File: src/rtl/vga_pkg.sv
// Shared timing defaults, total-length helper and colour-bar table for the VGA text path.
// The VGA_TEST_PATTERN_EN build uses the colour-bar table.
package vga_pkg;

    localparam int unsigned DEF_H_ACTIVE = 640;
    localparam int unsigned DEF_H_FP     = 16;
    localparam int unsigned DEF_H_SYNC   = 96;
    localparam int unsigned DEF_H_BP     = 48;
    localparam int unsigned DEF_V_ACTIVE = 480;
    localparam int unsigned DEF_V_FP     = 10;
    localparam int unsigned DEF_V_SYNC   = 2;
    localparam int unsigned DEF_V_BP     = 33;

    localparam int unsigned NUM_BARS = 8;

    // Index 0 is the leftmost bar.
    localparam logic [23:0] BAR_COLOURS [NUM_BARS] = '{
        24'hFFFFFF, 24'hFFFF00, 24'h00FFFF, 24'h00FF00,
        24'hFF00FF, 24'hFF0000, 24'h0000FF, 24'h000000
    };

    function automatic int unsigned timing_total(
        input int unsigned active,
        input int unsigned fp,
        input int unsigned sync,
        input int unsigned bp
    );
        return active + fp + sync + bp;
    endfunction

endpackage

File: src/rtl/vga_delay_line.sv
// Width/depth-parametrised shift register with synchronous active-low clear to zero.
// DEPTH of 0 gives a plain wire.
module vga_delay_line #(
    parameter int unsigned WIDTH = 1,
    parameter int unsigned DEPTH = 2
) (
    input  logic             clk,
    input  logic             clear_n,
    input  logic [WIDTH-1:0] din,
    output logic [WIDTH-1:0] dout
);

    generate
        if (DEPTH == 0) begin : g_pass
            assign dout = din;
        end else begin : g_shift
            logic [WIDTH-1:0] stage_q [DEPTH];

            always_ff @(posedge clk) begin
                if (!clear_n) begin
                    for (int i = 0; i < DEPTH; i++) begin
                        stage_q[i] <= '0;
                    end
                end else begin
                    stage_q[0] <= din;
                    for (int i = 1; i < DEPTH; i++) begin
                        stage_q[i] <= stage_q[i-1];
                    end
                end
            end

            assign dout = stage_q[DEPTH-1];
        end
    endgenerate

endmodule

File: src/rtl/vga_text_timing.sv
// VGA timing generator with incremental text-cell addressing and a delayed sync/valid path.
// Define VGA_TEST_PATTERN_EN to add the test_en input and the 8-bar colour pattern.
module vga_text_timing
    import vga_pkg::*;
#(
    parameter int unsigned H_ACTIVE  = DEF_H_ACTIVE,
    parameter int unsigned H_FP      = DEF_H_FP,
    parameter int unsigned H_SYNC    = DEF_H_SYNC,
    parameter int unsigned H_BP      = DEF_H_BP,
    parameter int unsigned V_ACTIVE  = DEF_V_ACTIVE,
    parameter int unsigned V_FP      = DEF_V_FP,
    parameter int unsigned V_SYNC    = DEF_V_SYNC,
    parameter int unsigned V_BP      = DEF_V_BP,
    parameter bit          HS_POL    = 1'b0,
    parameter bit          VS_POL    = 1'b0,
    parameter int unsigned CELL_W    = 8,
    parameter int unsigned CELL_H    = 16,
    parameter int unsigned TEXT_COLS = 80,
    parameter int unsigned ADDR_W    = 12,
    parameter int unsigned PIPE_DLY  = 2
) (
    input  logic              pclk,
    input  logic              reset,
    input  logic [23:0]       pixel_in,
`ifdef VGA_TEST_PATTERN_EN
    input  logic              test_en,
`endif
    output logic [9:0]        h_addr,
    output logic [9:0]        v_addr,
    output logic [ADDR_W-1:0] char_addr,
    output logic [3:0]        glyph_x,
    output logic [3:0]        glyph_y,
    output logic              addr_valid,
    output logic              frame_start,
    output logic              line_start,
    output logic              hsync,
    output logic              vsync,
    output logic              valid,
    output logic [7:0]        vga_r,
    output logic [7:0]        vga_g,
    output logic [7:0]        vga_b
);

    localparam int unsigned H_TOTAL = timing_total(H_ACTIVE, H_FP, H_SYNC, H_BP);
    localparam int unsigned V_TOTAL = timing_total(V_ACTIVE, V_FP, V_SYNC, V_BP);
    localparam int unsigned XW      = $clog2(H_TOTAL);
    localparam int unsigned YW      = $clog2(V_TOTAL);

    localparam logic [XW-1:0]     X_LAST   = XW'(H_TOTAL - 1);
    localparam logic [XW-1:0]     X_ACT    = XW'(H_ACTIVE);
    localparam logic [XW-1:0]     HS_START = XW'(H_ACTIVE + H_FP);
    localparam logic [XW-1:0]     HS_END   = XW'(H_ACTIVE + H_FP + H_SYNC);
    localparam logic [YW-1:0]     Y_LAST   = YW'(V_TOTAL - 1);
    localparam logic [YW-1:0]     Y_ACT    = YW'(V_ACTIVE);
    localparam logic [YW-1:0]     VS_START = YW'(V_ACTIVE + V_FP);
    localparam logic [YW-1:0]     VS_END   = YW'(V_ACTIVE + V_FP + V_SYNC);
    localparam logic [3:0]        GX_LAST  = 4'(CELL_W - 1);
    localparam logic [3:0]        GY_LAST  = 4'(CELL_H - 1);
    localparam logic [ADDR_W-1:0] ROW_STEP = ADDR_W'(TEXT_COLS);

`ifdef VGA_TEST_PATTERN_EN
    localparam int unsigned   DW       = 6;
    localparam logic [XW-1:0] BAR_LAST = XW'(H_ACTIVE / NUM_BARS - 1);
    logic [XW-1:0] bar_px_q;
    logic [2:0]    bar_q;
    logic [2:0]    bar_0;
`else
    localparam int unsigned DW = 3;
`endif

    logic              run_q;
    logic [XW-1:0]     x_q;
    logic [YW-1:0]     y_q;
    logic [3:0]        gx_q;
    logic [3:0]        gy_q;
    logic [ADDR_W-1:0] col_q;
    logic [ADDR_W-1:0] row_q;
    logic              x_wrap, y_wrap, h_act, v_act, act;
    logic              hs_0, vs_0;
    logic [DW-1:0]     pipe_in, pipe_out;
    logic [23:0]       pix_q;
    logic [23:0]       rgb;

    assign x_wrap = (x_q == X_LAST);
    assign y_wrap = (y_q == Y_LAST);
    assign h_act  = (x_q < X_ACT);
    assign v_act  = (y_q < Y_ACT);
    assign act    = h_act && v_act;

    // run_q holds the counters at 0,0 for one cycle after release.
    always_ff @(posedge pclk) begin
        if (!reset) begin
            run_q <= 1'b0;
            x_q   <= '0;
            y_q   <= '0;
            gx_q  <= '0;
            gy_q  <= '0;
            col_q <= '0;
            row_q <= '0;
`ifdef VGA_TEST_PATTERN_EN
            bar_px_q <= '0;
            bar_q    <= '0;
`endif
        end else begin
            run_q <= 1'b1;
            if (run_q) begin
                if (x_wrap) begin
                    x_q   <= '0;
                    gx_q  <= '0;
                    col_q <= '0;
`ifdef VGA_TEST_PATTERN_EN
                    bar_px_q <= '0;
                    bar_q    <= '0;
`endif
                    if (y_wrap) begin
                        y_q   <= '0;
                        gy_q  <= '0;
                        row_q <= '0;
                    end else begin
                        y_q <= y_q + 1'b1;
                        if (gy_q == GY_LAST) begin
                            gy_q  <= '0;
                            row_q <= row_q + ROW_STEP;
                        end else begin
                            gy_q <= gy_q + 1'b1;
                        end
                    end
                end else begin
                    x_q <= x_q + 1'b1;
                    if (gx_q == GX_LAST) begin
                        gx_q  <= '0;
                        col_q <= col_q + 1'b1;
                    end else begin
                        gx_q <= gx_q + 1'b1;
                    end
`ifdef VGA_TEST_PATTERN_EN
                    if (bar_px_q == BAR_LAST) begin
                        bar_px_q <= '0;
                        bar_q    <= bar_q + 1'b1;
                    end else begin
                        bar_px_q <= bar_px_q + 1'b1;
                    end
`endif
                end
            end
        end
    end

    always_ff @(posedge pclk) begin
        if (!reset || !run_q) begin
            addr_valid  <= 1'b0;
            h_addr      <= '0;
            v_addr      <= '0;
            glyph_x     <= '0;
            glyph_y     <= '0;
            char_addr   <= '0;
            frame_start <= 1'b0;
            line_start  <= 1'b0;
            hs_0        <= 1'b0;
            vs_0        <= 1'b0;
`ifdef VGA_TEST_PATTERN_EN
            bar_0       <= '0;
`endif
        end else begin
            addr_valid  <= act;
            h_addr      <= act ? 10'(x_q) : '0;
            v_addr      <= act ? 10'(y_q) : '0;
            glyph_x     <= act ? gx_q : '0;
            glyph_y     <= act ? gy_q : '0;
            char_addr   <= act ? row_q + col_q : '0;
            frame_start <= (x_q == '0) && (y_q == '0);
            line_start  <= (x_q == '0) && v_act;
            hs_0        <= (x_q >= HS_START) && (x_q < HS_END);
            vs_0        <= (y_q >= VS_START) && (y_q < VS_END);
`ifdef VGA_TEST_PATTERN_EN
            bar_0       <= act ? bar_q : '0;
`endif
        end
    end

`ifdef VGA_TEST_PATTERN_EN
    assign pipe_in = {hs_0, vs_0, addr_valid, bar_0};
`else
    assign pipe_in = {hs_0, vs_0, addr_valid};
`endif

    vga_delay_line #(
        .WIDTH(DW),
        .DEPTH(PIPE_DLY)
    ) u_sync_dly (
        .clk    (pclk),
        .clear_n(reset),
        .din    (pipe_in),
        .dout   (pipe_out)
    );

    assign hsync = pipe_out[DW-1] ? HS_POL : ~HS_POL;
    assign vsync = pipe_out[DW-2] ? VS_POL : ~VS_POL;
    assign valid = pipe_out[DW-3];

    // pixel_in is captured on the PIPE_DLY-th edge after address launch, landing with valid.
    always_ff @(posedge pclk) begin
        if (!reset) begin
            pix_q <= '0;
        end else begin
            pix_q <= pixel_in;
        end
    end

    always_comb begin
        rgb = valid ? pix_q : 24'h0;
`ifdef VGA_TEST_PATTERN_EN
        if (test_en) begin
            rgb = valid ? BAR_COLOURS[pipe_out[2:0]] : 24'h0;
        end
`endif
    end

    assign vga_r = rgb[23:16];
    assign vga_g = rgb[15:8];
    assign vga_b = rgb[7:0];

endmodule

File: config.mk
export PLATFORM = sky130hd
export DESIGN_NAME = vga_text_timing
export DESIGN_NICKNAME = d
export VERILOG_FILES = /design/src/rtl/vga_pkg.sv /design/src/rtl/vga_delay_line.sv /design/src/rtl/vga_text_timing.sv
export SDC_FILE = /design/constraint.sdc
export NUM_CORES = 1
export LEC_CHECK = 0
export CAP_MARGIN = 20
export CORE_ASPECT_RATIO = 2
export CORE_MARGIN = 5
export CORE_UTILIZATION = 34
export DETAILED_ROUTE_END_ITERATION = 7
export GPL_TIMING_DRIVEN = 0
export PLACE_DENSITY = 0.6
export SETUP_SLACK_MARGIN = 0.1
export SLEW_MARGIN = 20
export SYNTH_ARGS = -nofsm -noshare
export SYNTH_HDL_FRONTEND = slang
export SYNTH_HIERARCHICAL = 1
export SYNTH_SLANG_ARGS = --single-unit
File: constraint.sdc
create_clock -name pclk -period 3.8 [get_ports pclk]
set_clock_uncertainty 0.15 [all_clocks]
set_input_delay 0.57 -clock pclk [delete_from_list [all_inputs] [get_ports pclk]]
set_output_delay 0.57 -clock pclk [all_outputs]
set_load 0.05 [all_outputs]
==> impl_results.md, run 1 <==
- Pre-CTS setup slack: 0.666 ns
- Pre-Repair DR Iteration Count: 5
- Number of filler instances in the final layout: 1469
- Highest ir drop seen on vdd: 316 uV
- F_max: 0.351 GHz
- Number of hold-slack violations in the final timing report: 0
- Sequential element share of the synthesized area: 48.6%
- Number of core rows: 63
- Full die area: 17700 um^2
- Placer Congestion: 0.879
- Number of antenna violations at the first check in global routing: 0
- Clock power share: 53.9%
- Share of the core filled with cells: 46.9%
- Register bit count reported by yosys: 124
- Combined area of all synthesized cells: 5110 um^2
- Sequential share of power: 41.6%
- Placed instance count: 826
- Worst setup margin: 0.950 ns
- Clock Path Buffers: 2
- Areal power density over the cells: 463 nW/um^2
- Placed standard-cell area: 6300 um^2
- Number of top-level design ports: 96
- Slowest Stage Delay on Critical Path: 0.82 ns
- Post-route insts no fill: 858
- Setup violations, final: 0
- Number of H-tree branching levels: 4
- Number of nets at the end of the flow: 691
- Vertical extent of the die: 183 um
- Post-CTS Repair Setup Buffers: 0
- Area of the core: 14800 um^2
- Total via count in the routed design: 4252
- Clock buffers created by TritonCTS: 17
- Gate power share: 4.4%
- CTS Hold Buffers Added: 0
- Final period utilization: 75.0%
- Biggest area consumer among synthesized cells: sky130_fd_sc_hd__dfxtp_1
- Syn Nets: 577
- Reg-to-reg setup timing slack: 1.49 ns
- Startpoint of the worst register-to-register path: y_q[1]
- Root buffer selected by CTS: sky130_fd_sc_hd__clkbuf_16
- Synth warnings: 6
- Final HPWL from detailed placement: 10.1 mm
- Capturing point of the worst reg2reg path: y_q[6]
- Via density per instance: 4.96
- Largest net degree at the start of global routing: 17
- FFs w/ async S/R, synth: 0%
- WP depth: 4
- Buffers added on ports: 95
- Crit Path Class: flip-flop to primary output
- Critical Path Slowest Stage Cell: sky130_fd_sc_hd__clkdlybuf4s50_1
- Start point of the critical path: u_sync_dly/g_shift.stage_q[0][3]
- CP max FO: 10
- Actual transition at the worst max-transition pin: 0.611 ns
- Clock Sink Count: 124
- Shortest clock period the worst path allows after layout: 2.85 ns
- DRC errors left: 0
- Worst Setup EP: vga_b[6]
- Worst slew margin relative to its limit: 59.2%
- Outcome: complete, no violations
- CP Data Required Time: 3.08 ns
- Average wire per standard cell: 15.5 um
- Area growth syn-to-layout: 36.0%
- Setup repair after global routing missed its margin: no
- Area share of the largest cell type after synthesis: 48.6%
- Switching power of the nets: 0.688 mW
- Most instantiated flip-flop cell in the synthesis netlist: sky130_fd_sc_hd__dfxtp_1
- Worst hold path class: flip-flop to flip-flop
- Initial core utilization: 34.5%
- Post-synth cell types: 66
- Final-report max-slew violation count: 0
- Worst endpoint data arrival time: 2.13 ns
- Clock latency at the later pin of the worst-skew pair: 0.41 ns
- Final antenna-violating net count: 0
- Number of inserted diodes: 0
- Cell internal power dissipation: 2.53 mW
- Synthesized area per cell: 9.53 um^2
- CTS tree: yes
- Final Hold Slack: 0.281 ns
- Routed wire length: 13.3 mm
- Final Power: 3.21 mW
- Number of instances in the synthesized netlist: 536
- Buffers plus inverters on the worst setup path: 3
- DRC marker count from the first detailed-route iteration: 194
- Finished layout cell area: 6950 um^2
- Type of destination of the critical path: primary output
- Number of enable flip-flop cells after synthesis: 0
- Share of cells above drive strength 1: 9.80%
- Max Cap Violations: 0
- Setup tns final: 0 ns
- Clk slew on worst S/H paths: 0.06 ns
- Top cells by area, synth: sky130_fd_sc_hd__dfxtp_1, sky130_fd_sc_hd__and2_1, sky130_fd_sc_hd__ha_1, sky130_fd_sc_hd__nand2_1, sky130_fd_sc_hd__a21oi_1
- DIE WIDTH: 96.7 um
- Worst Setup Start Kind: flip-flop
- Series of cell instances along the critical path: buf_4 > clkbuf_1 > and2_1 > clkdlybuf4s50_1
- Resized Gates After CTS: 0
- Overall overflow remaining after global route: 0
- Via count of the first global-routing pass: 4347
- Global-route wire length before repair: 21.6 mm
- Cell leakage power: 2.61 nW
- Cells on worst reg2reg path: 8
- Total Routing Usage GR: 15.3%
- Category of cells accounting for the largest share of critical-path delay: buffers and inverters
- Net switching fraction of the power: 21.4%
[power groups by stage]
stage	Clock, mW	Combinational, mW	Sequential, mW
after global placement	0	0.143	1.37
after detailed placement	0	0.145	1.37
after floorplan	0	0.0627	1.38
after CTS	1.78	0.146	1.34
after global routing	1.83	0.155	1.34
final	1.73	0.142	1.34
[worst register-to-register path: stages, from the launching register on]
cell and delay [ns]:
sky130_fd_sc_hd__dfxtp_1 0.38, sky130_fd_sc_hd__inv_1 0.10, sky130_fd_sc_hd__ha_1 0.14, sky130_fd_sc_hd__nor4b_2 0.38
sky130_fd_sc_hd__nand3_1 0.27, sky130_fd_sc_hd__buf_2 0.27, sky130_fd_sc_hd__buf_2 0.22, sky130_fd_sc_hd__a21oi_1 0.18
sky130_fd_sc_hd__o32ai_1 0.09
[layout by cell type, fill, tap and decap left out, drive strengths merged, types with 3 or more instances in the layout]
master,synthesis,routed
o21ai,9,9
nand4,11,11
bufinv,0,4
and4,4,4
nand3,24,24
xor2,6,6
o32ai,4,4
a31oi,8,8
nand3b,3,3
clkinv,0,3
o211ai,3,3
ha,15,15
a21oi,23,23
a211oi,3,3
or4,3,3
clkdlybuf4s50,0,95
clkbuf,12,32
xnor2,9,9
mux2i,3,3
buf,18,18
o22ai,8,8
nand2b,7,7
nand4b,5,5
nand2,38,38
or3,7,7
inv,15,17
and3,7,7
nor2,30,30
and2,86,86
nor4,4,4
clkinvlp,0,3
o21a,4,4
dfxtp,124,124
nor3,11,11
[synth_stat cells, types with 2 or more instances]
| cell type | instances |
|---|---|
| sky130_fd_sc_hd__and4_1 | 3 |
| sky130_fd_sc_hd__a41oi_1 | 2 |
| sky130_fd_sc_hd__a31oi_2 | 2 |
| sky130_fd_sc_hd__a211oi_1 | 3 |
| sky130_fd_sc_hd__and4b_1 | 2 |
| sky130_fd_sc_hd__o21ai_0 | 9 |
| sky130_fd_sc_hd__o21a_1 | 4 |
| sky130_fd_sc_hd__inv_1 | 14 |
| sky130_fd_sc_hd__dfxtp_1 | 124 |
| sky130_fd_sc_hd__a21oi_1 | 23 |
| sky130_fd_sc_hd__nor3_1 | 10 |
| sky130_fd_sc_hd__a21o_1 | 2 |
| sky130_fd_sc_hd__buf_6 | 2 |
| sky130_fd_sc_hd__nand3_1 | 23 |
| sky130_fd_sc_hd__o211ai_1 | 3 |
| sky130_fd_sc_hd__mux2i_1 | 3 |
| sky130_fd_sc_hd__nor4_1 | 4 |
| sky130_fd_sc_hd__o41ai_1 | 2 |
| sky130_fd_sc_hd__buf_4 | 5 |
| sky130_fd_sc_hd__or4_1 | 2 |
| sky130_fd_sc_hd__nor2b_1 | 2 |
| sky130_fd_sc_hd__xor2_1 | 6 |
| sky130_fd_sc_hd__a21boi_0 | 2 |
| sky130_fd_sc_hd__a31oi_1 | 6 |
| sky130_fd_sc_hd__a32oi_1 | 2 |
| sky130_fd_sc_hd__clkbuf_1 | 12 |
| sky130_fd_sc_hd__nand4_1 | 10 |
| sky130_fd_sc_hd__nor3b_1 | 2 |
| sky130_fd_sc_hd__ha_1 | 15 |
| sky130_fd_sc_hd__or3_1 | 7 |
| sky130_fd_sc_hd__nor2_1 | 30 |
| sky130_fd_sc_hd__nand4b_1 | 5 |
| sky130_fd_sc_hd__nand2b_1 | 7 |
| sky130_fd_sc_hd__xnor2_1 | 9 |
| sky130_fd_sc_hd__nand3b_1 | 3 |
| sky130_fd_sc_hd__and2_1 | 85 |
| sky130_fd_sc_hd__o22ai_1 | 8 |
| sky130_fd_sc_hd__o32ai_1 | 4 |
| sky130_fd_sc_hd__and3_1 | 7 |
| sky130_fd_sc_hd__nand2_1 | 37 |
| sky130_fd_sc_hd__buf_2 | 10 |
[cell families after synthesis]
family / after synthesis / synth area share [%]
compound gates: 84 / 11.9
xor+xnor: 15 / 2.57
fa+ha+maj: 15 / 3.67
flops: 124 / 48.6
buf+inv: 45 / 4.21
other cells: 1 / 0.0734
mux: 3 / 0.588
simple gates: 249 / 28.4
[cell type report]
type / count / area [um^2] / share of cell area, %
inverter: 15 / 56.3 / 0.811
clock buffer: 20 / 457 / 6.57
tap: 195 / 244 / 3.51
sequential: 124 / 2480 / 35.7
multi-input combinational: 367 / 2410 / 34.7
timing repair buffer: 95 / 951 / 13.7
buffer: 30 / 159 / 2.29
clock inverter: 12 / 186 / 2.68
[layer usage]
metal / part of all wire [%] / up-vias / track usage (%)
met3: 4.0 / 23 / 3.69
met4: 3.2 / 0 / 8.83
met2: 56 / 120 / 29.6
met1: 37 / 2006 / 14.3
li1: - / 2103 / -
met5: 0 / - / 0
[how the worst min path moves through the flow]
stage / cells after the start / end / start / slack, ns
floorplan: 1 / u_sync_dly/g_shift.stage_q[0][4] / u_sync_dly/g_shift.stage_q[0][1] / 0.26
global placement: 1 / u_sync_dly/g_shift.stage_q[0][4] / u_sync_dly/g_shift.stage_q[0][1] / 0.27
detailed placement: 1 / u_sync_dly/g_shift.stage_q[0][1] / vs_0 / 0.27
CTS: 1 / u_sync_dly/g_shift.stage_q[0][1] / vs_0 / 0.28
global route: 1 / u_sync_dly/g_shift.stage_q[0][2] / hs_0 / 0.30
finish: 1 / u_sync_dly/g_shift.stage_q[0][3] / u_sync_dly/g_shift.stage_q[0][0] / 0.28
[sequential cells by signal, indices dropped and copies added (netlist names)]
name,cells
pix_q,24
char_addr,12
col_q,12
h_addr,10
v_addr,10
x_q,10
y_q,10
row_q,8
u_sync_dly/g_shift.stage_q,6
glyph_x,4
glyph_y,4
gx_q,4
gy_q,4
addr_valid,1
frame_start,1
hs_0,1
line_start,1
run_q,1
vs_0,1
No activity file was read; power rests on OpenSTA's default activity.
==> inputs of run 2 (changes only) <==
--- a/config.mk
+++ b/config.mk
@@ -11,7 +11,7 @@
 export CORE_UTILIZATION = 34
 export DETAILED_ROUTE_END_ITERATION = 7
 export GPL_TIMING_DRIVEN = 0
-export PLACE_DENSITY = 0.6
+export PLACE_DENSITY = 0.62
 export SETUP_SLACK_MARGIN = 0.1
 export SLEW_MARGIN = 20
 export SYNTH_ARGS = -nofsm -noshare
==> constraint.sdc (replaced) <==
create_clock -name pclk -period 2.52 [get_ports pclk]
set_clock_uncertainty 0.15 [all_clocks]
set_input_delay 0.378 -clock pclk [delete_from_list [all_inputs] [get_ports pclk]]
set_output_delay 0.378 -clock pclk [all_outputs]
set_load 0.05 [all_outputs]
==> impl_results.md, run 2 (synthesis gave the netlist of run 1 again) <==
- Cells on worst reg2reg path: 8
- Worst hold path class: flip-flop to flip-flop
- Number of inserted diodes: 0
- Cell internal power dissipation: 3.46 mW
- Area growth syn-to-layout: 32.5%
- Placed instance count: 826
- Cell leakage power: 2.61 nW
- Reg-to-reg setup timing slack: 0.26 ns
- Actual transition at the worst max-transition pin: 0.665 ns
- Final HPWL from detailed placement: 10.1 mm
- Highest ir drop seen on vdd: 440 uV
- Cell count of the worst hold path: 1
- Final antenna-violating net count: 0
- Final Power: 4.56 mW
- DRC errors left: 0
- Capturing point of the worst reg2reg path: row_q[6]
- Most common cell after layout, fill and taps aside: sky130_fd_sc_hd__dfxtp_1
- Worst Setup Start Kind: flip-flop
- Final period utilization: 90.7%
- Share of the core filled with cells: 45.7%
- Max Cap Violations: 0
- Number of hold-slack violations in the final timing report: 0
- Number of H-tree branching levels: 4
- Area of the core: 14800 um^2
- Startpoint of the tightest hold check path: u_sync_dly/g_shift.stage_q[0][0]
- Gate power share: 4.6%
- Average wire per standard cell: 15.7 um
- Placed standard-cell area: 6300 um^2
- Clock power share: 51.1%
- Root buffer selected by CTS: sky130_fd_sc_hd__clkbuf_16
- Share of cells above drive strength 1: 13.1%
- Sequential share of power: 44.2%
- Areal power density over the cells: 674 nW/um^2
- Initial core utilization: 34.5%
- Vertical extent of the die: 183 um
- Total via count in the routed design: 4249
- Largest registers in the final layout: pix_q (24), char_addr (12), col_q (12)
- Startpoint of the worst register-to-register path: y_q[0]
- Worst endpoint data arrival time: 1.76 ns
- Overall overflow remaining after global route: 0
- Finished layout cell area: 6770 um^2
- CTS tree: yes
- F_max: 0.438 GHz
- Buffers added on ports: 95
- Worst hold path endpoint: u_sync_dly/g_shift.stage_q[0][3]
- Crit Path Class: flip-flop to primary output
- Most used cells in the layout excluding fill and tap cells: sky130_fd_sc_hd__dfxtp_1, sky130_fd_sc_hd__and2_1, sky130_fd_sc_hd__clkdlybuf4s50_1, sky130_fd_sc_hd__nand2_1, sky130_fd_sc_hd__nor2_1
- Total Routing Usage GR: 15.7%
- Setup violations, final: 0
- Clock Sink Count: 124
- Slowest Stage Delay on Critical Path: 0.80 ns
- CP max FO: 7
- Outcome: complete, no violations
- Post-CTS Repair Setup Buffers: 0
- Type of destination of the critical path: primary output
- Biggest register: pix_q
- Worst slew margin relative to its limit: 55.6%
- Number of top-level design ports: 96
- Series of cell instances along the critical path: buf_4 > and2_1 > clkdlybuf4s50_1
- Net switching fraction of the power: 24.2%
- Number of antenna violations at the first check in global routing: 0
- Routed wire length: 13.5 mm
- Switching power of the nets: 1.10 mW
- Post-route insts no fill: 858
- Via count of the first global-routing pass: 4413
- Setup repair after global routing missed its margin: no
- Number of flip-flops in the largest register: 24
- DIE WIDTH: 96.7 um
- CP Data Required Time: 1.99 ns
- Shortest clock period the worst path allows after layout: 2.29 ns
- Largest net degree at the start of global routing: 17
- Via density per instance: 4.95
- Final-report max-slew violation count: 0
- Number of core rows: 63
- Full die area: 17700 um^2
- Critical Path Slowest Stage Cell: sky130_fd_sc_hd__clkdlybuf4s50_1
- Clk slew on worst S/H paths: 0.06 ns
- Clock latency at the later pin of the worst-skew pair: 0.41 ns
- Clock Path Buffers: 2
- Placer Congestion: 0.897
- Global-route wire length before repair: 22.1 mm
- Clock buffers created by TritonCTS: 17
- DRC marker count from the first detailed-route iteration: 205
- Pre-Repair DR Iteration Count: 5
- Number of nets at the end of the flow: 691
## run 2: cell types whose count changed in the layout (fill, tap and decap cells not counted)
| cell | change |
|---|---|
| sky130_fd_sc_hd__clkinv_2 | +3 |
| sky130_fd_sc_hd__clkbuf_2 | +21 |
| sky130_fd_sc_hd__dlygate4sd2_1 | +1 |
| sky130_fd_sc_hd__bufinv_16 | -3 |
| sky130_fd_sc_hd__clkbuf_1 | -2 |
| sky130_fd_sc_hd__clkdlybuf4s50_1 | -21 |
| sky130_fd_sc_hd__clkbuf_8 | -2 |
| sky130_fd_sc_hd__inv_6 | +2 |
| sky130_fd_sc_hd__inv_8 | +1 |
## run 2: per-stage QoR
stage / setup WS [ns] / hold slack [ns] / TNS (ns)
floorplan: 0.578 / 0.256 / 0
global placement: -0.424 / 0.270 / -11.31
detailed placement: -0.445 / 0.270 / -11.17
CTS: 0.0741 / 0.287 / 0
global route: 0.126 / 0.301 / 0
finish: 0.235 / 0.286 / 0
## run 2: timing repair
action,in CTS,in global routing
endpoints found under the hold margin,0,0
resized for setup,26,37
endpoints found under the setup margin,33,23
hold buffers,0,0
## run 2: worst max-delay path: cells and delay by family, from the launching register on
family	cells	cell delay [ns]
buf+inv	2	0.92
flops	1	0.30
simple gates	1	0.12
## run 2: per-layer routing
metal / track usage, % / vias up / wire length, um
li1: - / 2095 / -
met1: 14.7 / 2009 / 4900
met5: 0 / - / 0
met2: 30.9 / 133 / 7760
met3: 4.45 / 12 / 572
met4: 6.97 / 0 / 223
## run 2: worst max-delay path by stage
stage	startpoint	slack (ns)	end
after floorplan	y_q[0]	0.58	row_q[11]
after global placement	reset	-0.42	char_addr[10]
after detailed placement	reset	-0.44	char_addr[10]
after CTS	u_sync_dly/g_shift.stage_q[0][3]	0.07	vga_g[3]
after global routing	x_q[0]	0.13	row_q[7]
final	u_sync_dly/g_shift.stage_q[0][3]	0.23	vga_b[2]
## run 2: layout make-up
class	count	area, um^2
Tap cell	195	244
Fill cell	1482	8050
Sequential cell	124	2480
Buffer	30	160
Clock inverter	15	140
Timing Repair Buffer	95	850
Multi-Input combinational cell	367	2410
Inverter	15	56.3
Clock buffer	17	425
## run 2: power by group through the flow
stage	Combinational [mW]	Clock (mW)	Sequential (mW)
after floorplan	0.0945	0	2.08
after global placement	0.215	0	2.06
after detailed placement	0.218	0	2.06
after CTS	0.217	2.37	2.02
after global routing	0.230	2.46	2.02
final	0.211	2.33	2.02
